===== src/rtl/regfile_pkg.sv =====
// Shared write-size codes and clear-FSM state encoding for the multi-port register file.
package regfile_pkg;

    localparam logic [1:0] SZ_WORD = 2'd0;
    localparam logic [1:0] SZ_HALF = 2'd1;
    localparam logic [1:0] SZ_BYTE = 2'd2;

    typedef enum logic {
        ST_CLEAR = 1'b0,
        ST_IDLE  = 1'b1
    } state_e;

endpackage


===== src/rtl/regfile_merge.sv =====
// Merges a partial (byte/half) or full write into the existing register value.
module regfile_merge
    import regfile_pkg::*;
#(
    parameter int XLEN = 32
) (
    input  logic [XLEN-1:0] old_val,
    input  logic [XLEN-1:0] wr_data,
    input  logic [1:0]      wr_size,
    output logic [XLEN-1:0] merged
);

    logic [XLEN-1:0] half_val;

    // At XLEN == 16 a half write already covers the whole register.
    if (XLEN > 16) begin : g_half_merge
        assign half_val = {old_val[XLEN-1:16], wr_data[15:0]};
    end else begin : g_half_full
        assign half_val = wr_data;
    end

    always_comb begin
        merged = wr_data;
        case (wr_size)
            SZ_HALF: merged = half_val;
            SZ_BYTE: merged = {old_val[XLEN-1:8], wr_data[7:0]};
            default: merged = wr_data;
        endcase
    end

endmodule


===== src/rtl/regfile_mp.sv =====
// Multi-read-port register file with hardware-zero r0, partial-write merge,
// optional write-to-read bypass and a sequential clear FSM.
module regfile_mp
    import regfile_pkg::*;
#(
    parameter int XLEN   = 32,
    parameter int NREGS  = 32,
    parameter int AW     = $clog2(NREGS),
    parameter int NRD    = 2,
    parameter int BYPASS = 1
) (
    input  logic                clk,
    input  logic                rst_n,
    input  logic                wr_en,
    input  logic [AW-1:0]       wr_addr,
    input  logic [XLEN-1:0]     wr_data,
    input  logic [1:0]          wr_size,
    input  logic                rd_en,
    input  logic [NRD*AW-1:0]   rd_addr,
    output logic [NRD*XLEN-1:0] rd_data,
    input  logic                clr_req,
    output logic                busy
);

    localparam logic [AW:0]   NREGS_W  = (AW+1)'(NREGS);
    localparam logic [AW-1:0] LAST_IDX = AW'(NREGS - 1);
    localparam logic [AW-1:0] FIRST_IDX = AW'(1);

    logic [XLEN-1:0]     mem [1:NREGS-1];
    state_e              state_q, state_d;
    logic [AW-1:0]       clr_idx_q, clr_idx_d;
    logic [NRD*XLEN-1:0] rd_data_q, rd_data_d;
    logic [NRD*XLEN-1:0] rd_val;
    logic                idle;
    logic                wr_ok;
    logic [XLEN-1:0]     wr_old;
    logic [XLEN-1:0]     merged;

    assign wr_ok  = idle && wr_en && (wr_addr != '0) && ({1'b0, wr_addr} < NREGS_W);
    assign wr_old = wr_ok ? mem[wr_addr] : '0;

    regfile_merge #(.XLEN(XLEN)) u_merge (
        .old_val (wr_old),
        .wr_data (wr_data),
        .wr_size (wr_size),
        .merged  (merged)
    );

    always_ff @(posedge clk or negedge rst_n) begin
        if (!rst_n) begin
            state_q   <= ST_CLEAR;
            clr_idx_q <= FIRST_IDX;
        end else begin
            state_q   <= state_d;
            clr_idx_q <= clr_idx_d;
        end
    end

    always_comb begin
        state_d   = state_q;
        clr_idx_d = clr_idx_q;
        case (state_q)
            ST_CLEAR: begin
                clr_idx_d = clr_idx_q + FIRST_IDX;
                if (clr_idx_q == LAST_IDX) begin
                    state_d   = ST_IDLE;
                    clr_idx_d = FIRST_IDX;
                end
            end
            default: begin
                if (clr_req) begin
                    state_d   = ST_CLEAR;
                    clr_idx_d = FIRST_IDX;
                end
            end
        endcase
    end

    always_comb begin
        busy = (state_q == ST_CLEAR);
        idle = (state_q == ST_IDLE);
    end

    // Storage has no reset; the clear FSM zeroes it one entry per cycle.
    always_ff @(posedge clk) begin
        if (state_q == ST_CLEAR) begin
            mem[clr_idx_q] <= '0;
        end else if (wr_ok) begin
            mem[wr_addr] <= merged;
        end
    end

    for (genvar p = 0; p < NRD; p++) begin : g_rd
        logic [AW-1:0]   idx;
        logic [XLEN-1:0] val;

        assign idx = rd_addr[p*AW +: AW];

        always_comb begin
            val = '0;
            if ((idx != '0) && ({1'b0, idx} < NREGS_W)) begin
                val = mem[idx];
            end
            if ((BYPASS != 0) && wr_ok && (idx == wr_addr)) begin
                val = merged;
            end
        end

        assign rd_val[p*XLEN +: XLEN] = val;
    end

    always_comb begin
        rd_data_d = rd_data_q;
        if (idle && rd_en) begin
            rd_data_d = rd_val;
        end
    end

    always_ff @(posedge clk or negedge rst_n) begin
        if (!rst_n) begin
            rd_data_q <= '0;
        end else begin
            rd_data_q <= rd_data_d;
        end
    end

    assign rd_data = rd_data_q;

endmodule


===== config.mk =====
export PLATFORM = sky130hd
export DESIGN_NAME = regfile_mp
export DESIGN_NICKNAME = d
export VERILOG_FILES = /design/src/rtl/regfile_pkg.sv /design/src/rtl/regfile_merge.sv /design/src/rtl/regfile_mp.sv
export SDC_FILE = /design/constraint.sdc
export NUM_CORES = 2
export LEC_CHECK = 0
export CAP_MARGIN = 30
export CELL_PAD_IN_SITES_DETAIL_PLACEMENT = 1
export CELL_PAD_IN_SITES_GLOBAL_PLACEMENT = 2
export CORE_ASPECT_RATIO = 0.5
export CORE_MARGIN = 2
export CORE_UTILIZATION = 49
export CTS_CLUSTER_DIAMETER = 120
export DETAILED_ROUTE_END_ITERATION = 8
export MAX_ROUTING_LAYER = met4
export PLACE_DENSITY = 0.83
export SYNTH_ARGS = -nofsm -noshare
export SYNTH_HDL_FRONTEND = slang
export SYNTH_SLANG_ARGS = --single-unit
export TNS_END_PERCENT = 50

===== constraint.sdc =====
create_clock -name clk -period 4.1 [get_ports clk]
set_clock_uncertainty 0.2 [all_clocks]
set_input_delay 0.82 -clock clk [delete_from_list [all_inputs] [get_ports clk]]
set_output_delay 0.82 -clock clk [all_outputs]
set_load 0.02 [all_outputs]

==> metrics.txt <==
status finished clean; CTS max path bufs 3; Hold Path Sink rd_data[32]; asr flop ratio synth 0.0659; required time worst endpoint 4410 ps; warnings from Yosys 0; commonest cells in the netlist edfxtp_1, mux4_2, mux2i_1; worst hold path class flip-flop to flip-flop; clock sink total 1,062; syn nets 3,149; final critical-path share of the clock period 0.827; total routed wirelength 208,000 um; final slew viol count 0; HPWL after DPL 129,000 um; sum of negative setup slack 0 ps; CTS Buf Count 101; worst-path maximum fanout 31; Initial DRC Count 5,664; Port-buffer cells 118; Seq cells post-synth 1,062; TritonCTS clock tree built; clk root buf clkbuf_16; Post-Synth Adder-Cell Area 0.000900; synth top area cells edfxtp_1, mux4_2, mux2i_1; H-tree Lvls 3; Most Crowded Layer GR met2; grt met3 use 0.102; Avg Inst Size Synth 18.0 um^2; crit end category flip-flop; Leak 21.6 nW; sequential cell area fraction in the yosys report 0.567; post-CTS sizing 0; placed cell area 61,000 um^2; Setup crit start kind primary input; CP most frequent cell buf_4; count of TritonRoute iterations in the first routing pass 5; Synth top area share 0.536; DP Cell Count 4,761; Cells after Synth 3,091; flop-to-flop setup slack 930 ps; post-synthesis mux area share 0.316; Total Nets Final 3,411; first-pass GRT wire length 294,000 um; max-cap viol count 0; reg2reg end mem[23][19]; via density per instance 7.47; cell taking the most area after synthesis edfxtp_1; Worst Max-Slew Pin Slew 1090 ps; design area 64,400 um^2; GR Util met1 0.487; Finished Layout Cells 4,960; Post-synth EDFFs 992; mapped cell area 55,600 um^2; CP max stage cell a2111oi_0; max incr delay on CP 560 ps; hold_sp rd_data[32]; Final setup viols 0; clk slew on worst S/H paths 60 ps; Avg WL per Cell 41.8 um; main combinational cell family by area after synthesis multiplexers; Chip Width 480 um; placement row count 87; Synth Area in Compound Gates 0.0520; most common cell in the netlist edfxtp_1; Crit Path Category primary input to flip-flop; total gr overflow 0; initial antenna violation count 4; vias in the first global route 38,136; Slew headroom 0.270; Die Ht 242 um; RD Place Congestion 0.930; simple-gate share of the synthesized area 0.0349; Hold Crit Depth 2; RR Startpoint idle; Post-DRT Antenna Nets 0; dpl ws 82.2 ps; met2 Use GR 0.537; P per Cell Area 505 nW/um^2; largest net degree at the start of global routing 60; Worst Reg-to-Reg Cells 8; post-synthesis xor/xnor area fraction 0.00189; Total GRT Usage 0.372; CP arrival 3700 ps; Setup WS post-layout 710 ps; Initial Util 0.494; clk_lat worst skew 740 ps; crit path time final 3390 ps; worst-path cell chain clkdlybuf4s50_1 -> and4bb_2 -> nand2b_1 -> buf_4 -> a2111oi_0 -> and4b_1 -> a2bb2oi_1 -> nor2_1 -> buf_4; Layout area overhead 15.8%; vias 37,066; maximum clock rate 0.295 GHz; Hold Fails Final Rpt 0; die footprint 116,000 um^2; Ports 119; CORE AREA 113,000 um^2; post-synthesis cell type count 65; peak supply drop 0.358 mV; RSZ-0062 raised after global routing false; layout cell share with drive strength beyond 1 0.356; DRC violations left 0; Synth Flop Type edfxtp_1
## sequential cells by signal, indices dropped and copies added, names as in the netlist
| name | count |
|---|---|
| mem | 992 |
| idle | 1 |
| clr_idx_q | 5 |
| rd_data | 64 |
## cell usage in the layout, fill, tap and decap left out, types with 22 or more instances in the layout
cell type	Yosys	routed
a211oi_1	30	30
a21oi_1	84	82
a22oi_1	108	108
and2_1	25	25
and3_1	23	23
buf_12	0	89
buf_4	27	229
clkbuf_1	119	28
clkbuf_16	0	101
clkdlybuf4s50_1	0	105
clkinv_2	0	22
dfrtp_1	69	69
edfxtp_1	992	992
mux2i_1	212	212
mux4_2	681	681
nand2_1	87	86
nand3_1	32	32
nor2_1	174	142
nor2_4	0	31
o21ai_0	55	55
## cells by family after synthesis
family | Yosys count
flip-flops | 1062
multiplexers | 905
buffers and inverters | 281
adder cells (fa/ha/maj) | 4
AO/OA/AOI/OAI | 415
XOR/XNOR | 12
AND/OR/NAND/NOR | 412
## final cells by class
cell class / count / area [um^2]
multi-input cells: 1748 / 22900
clock inverters: 56 / 623
flip-flops and latches: 1062 / 31500
repair buffers: 432 / 4660
clock buffers: 136 / 2730
well taps: 1513 / 1890
inverters: 8 / 31.3
diodes: 5 / 12.5
fillers: 9829 / 48200
## worst max-delay path: cells and delay by family
family / cells / cell delay, ps
AND/OR/NAND/NOR: 4 / 1070
AO/OA/AOI/OAI: 2 / 700
buffers and inverters: 3 / 1080
## layer usage
layer	routed length, um	vias to the layer above
li1	-	13848
met1	74800	19621
met2	93500	2878
met3	26800	719
met4	12400	0
met5	0	-
## where the power goes
group	internal, mW	switching [mW]
sequential	13.5	1.03
clock	5.30	4.46
combinational	3.24	4.92
total	22.1	10.4
## through the flow
stage           util  power, mW  hold WS, ps
2_1_floorplan      -       18.4          321
3_3_place_gp   0.542       22.4          264
3_5_place_dp   0.542       22.7          276
5_1_grt        0.572       33.2          331
6_report       0.572       32.5          286
4_1_cts        0.572       32.3          290
## worst max-delay path by stage
stage / start / slack [ps] / to / cells past startpoint
after floorplan: wr_addr[1] / -240 / mem[18][0] / 10
after global placement: wr_addr[3] / 40 / mem[18][19] / 9
after detailed placement: wr_addr[3] / 80 / mem[13][22] / 10
after CTS: idle / 800 / busy / 3
after global routing: wr_addr[3] / 630 / mem[31][22] / 10
final: wr_addr[4] / 710 / mem[23][19] / 9
## what timing repair did
action,4_1_cts,5_1_grt
hold endpoints to repair,4,0
hold buffers,1,0
buffers inserted,0,0
(Power assumes the default switching activity.)
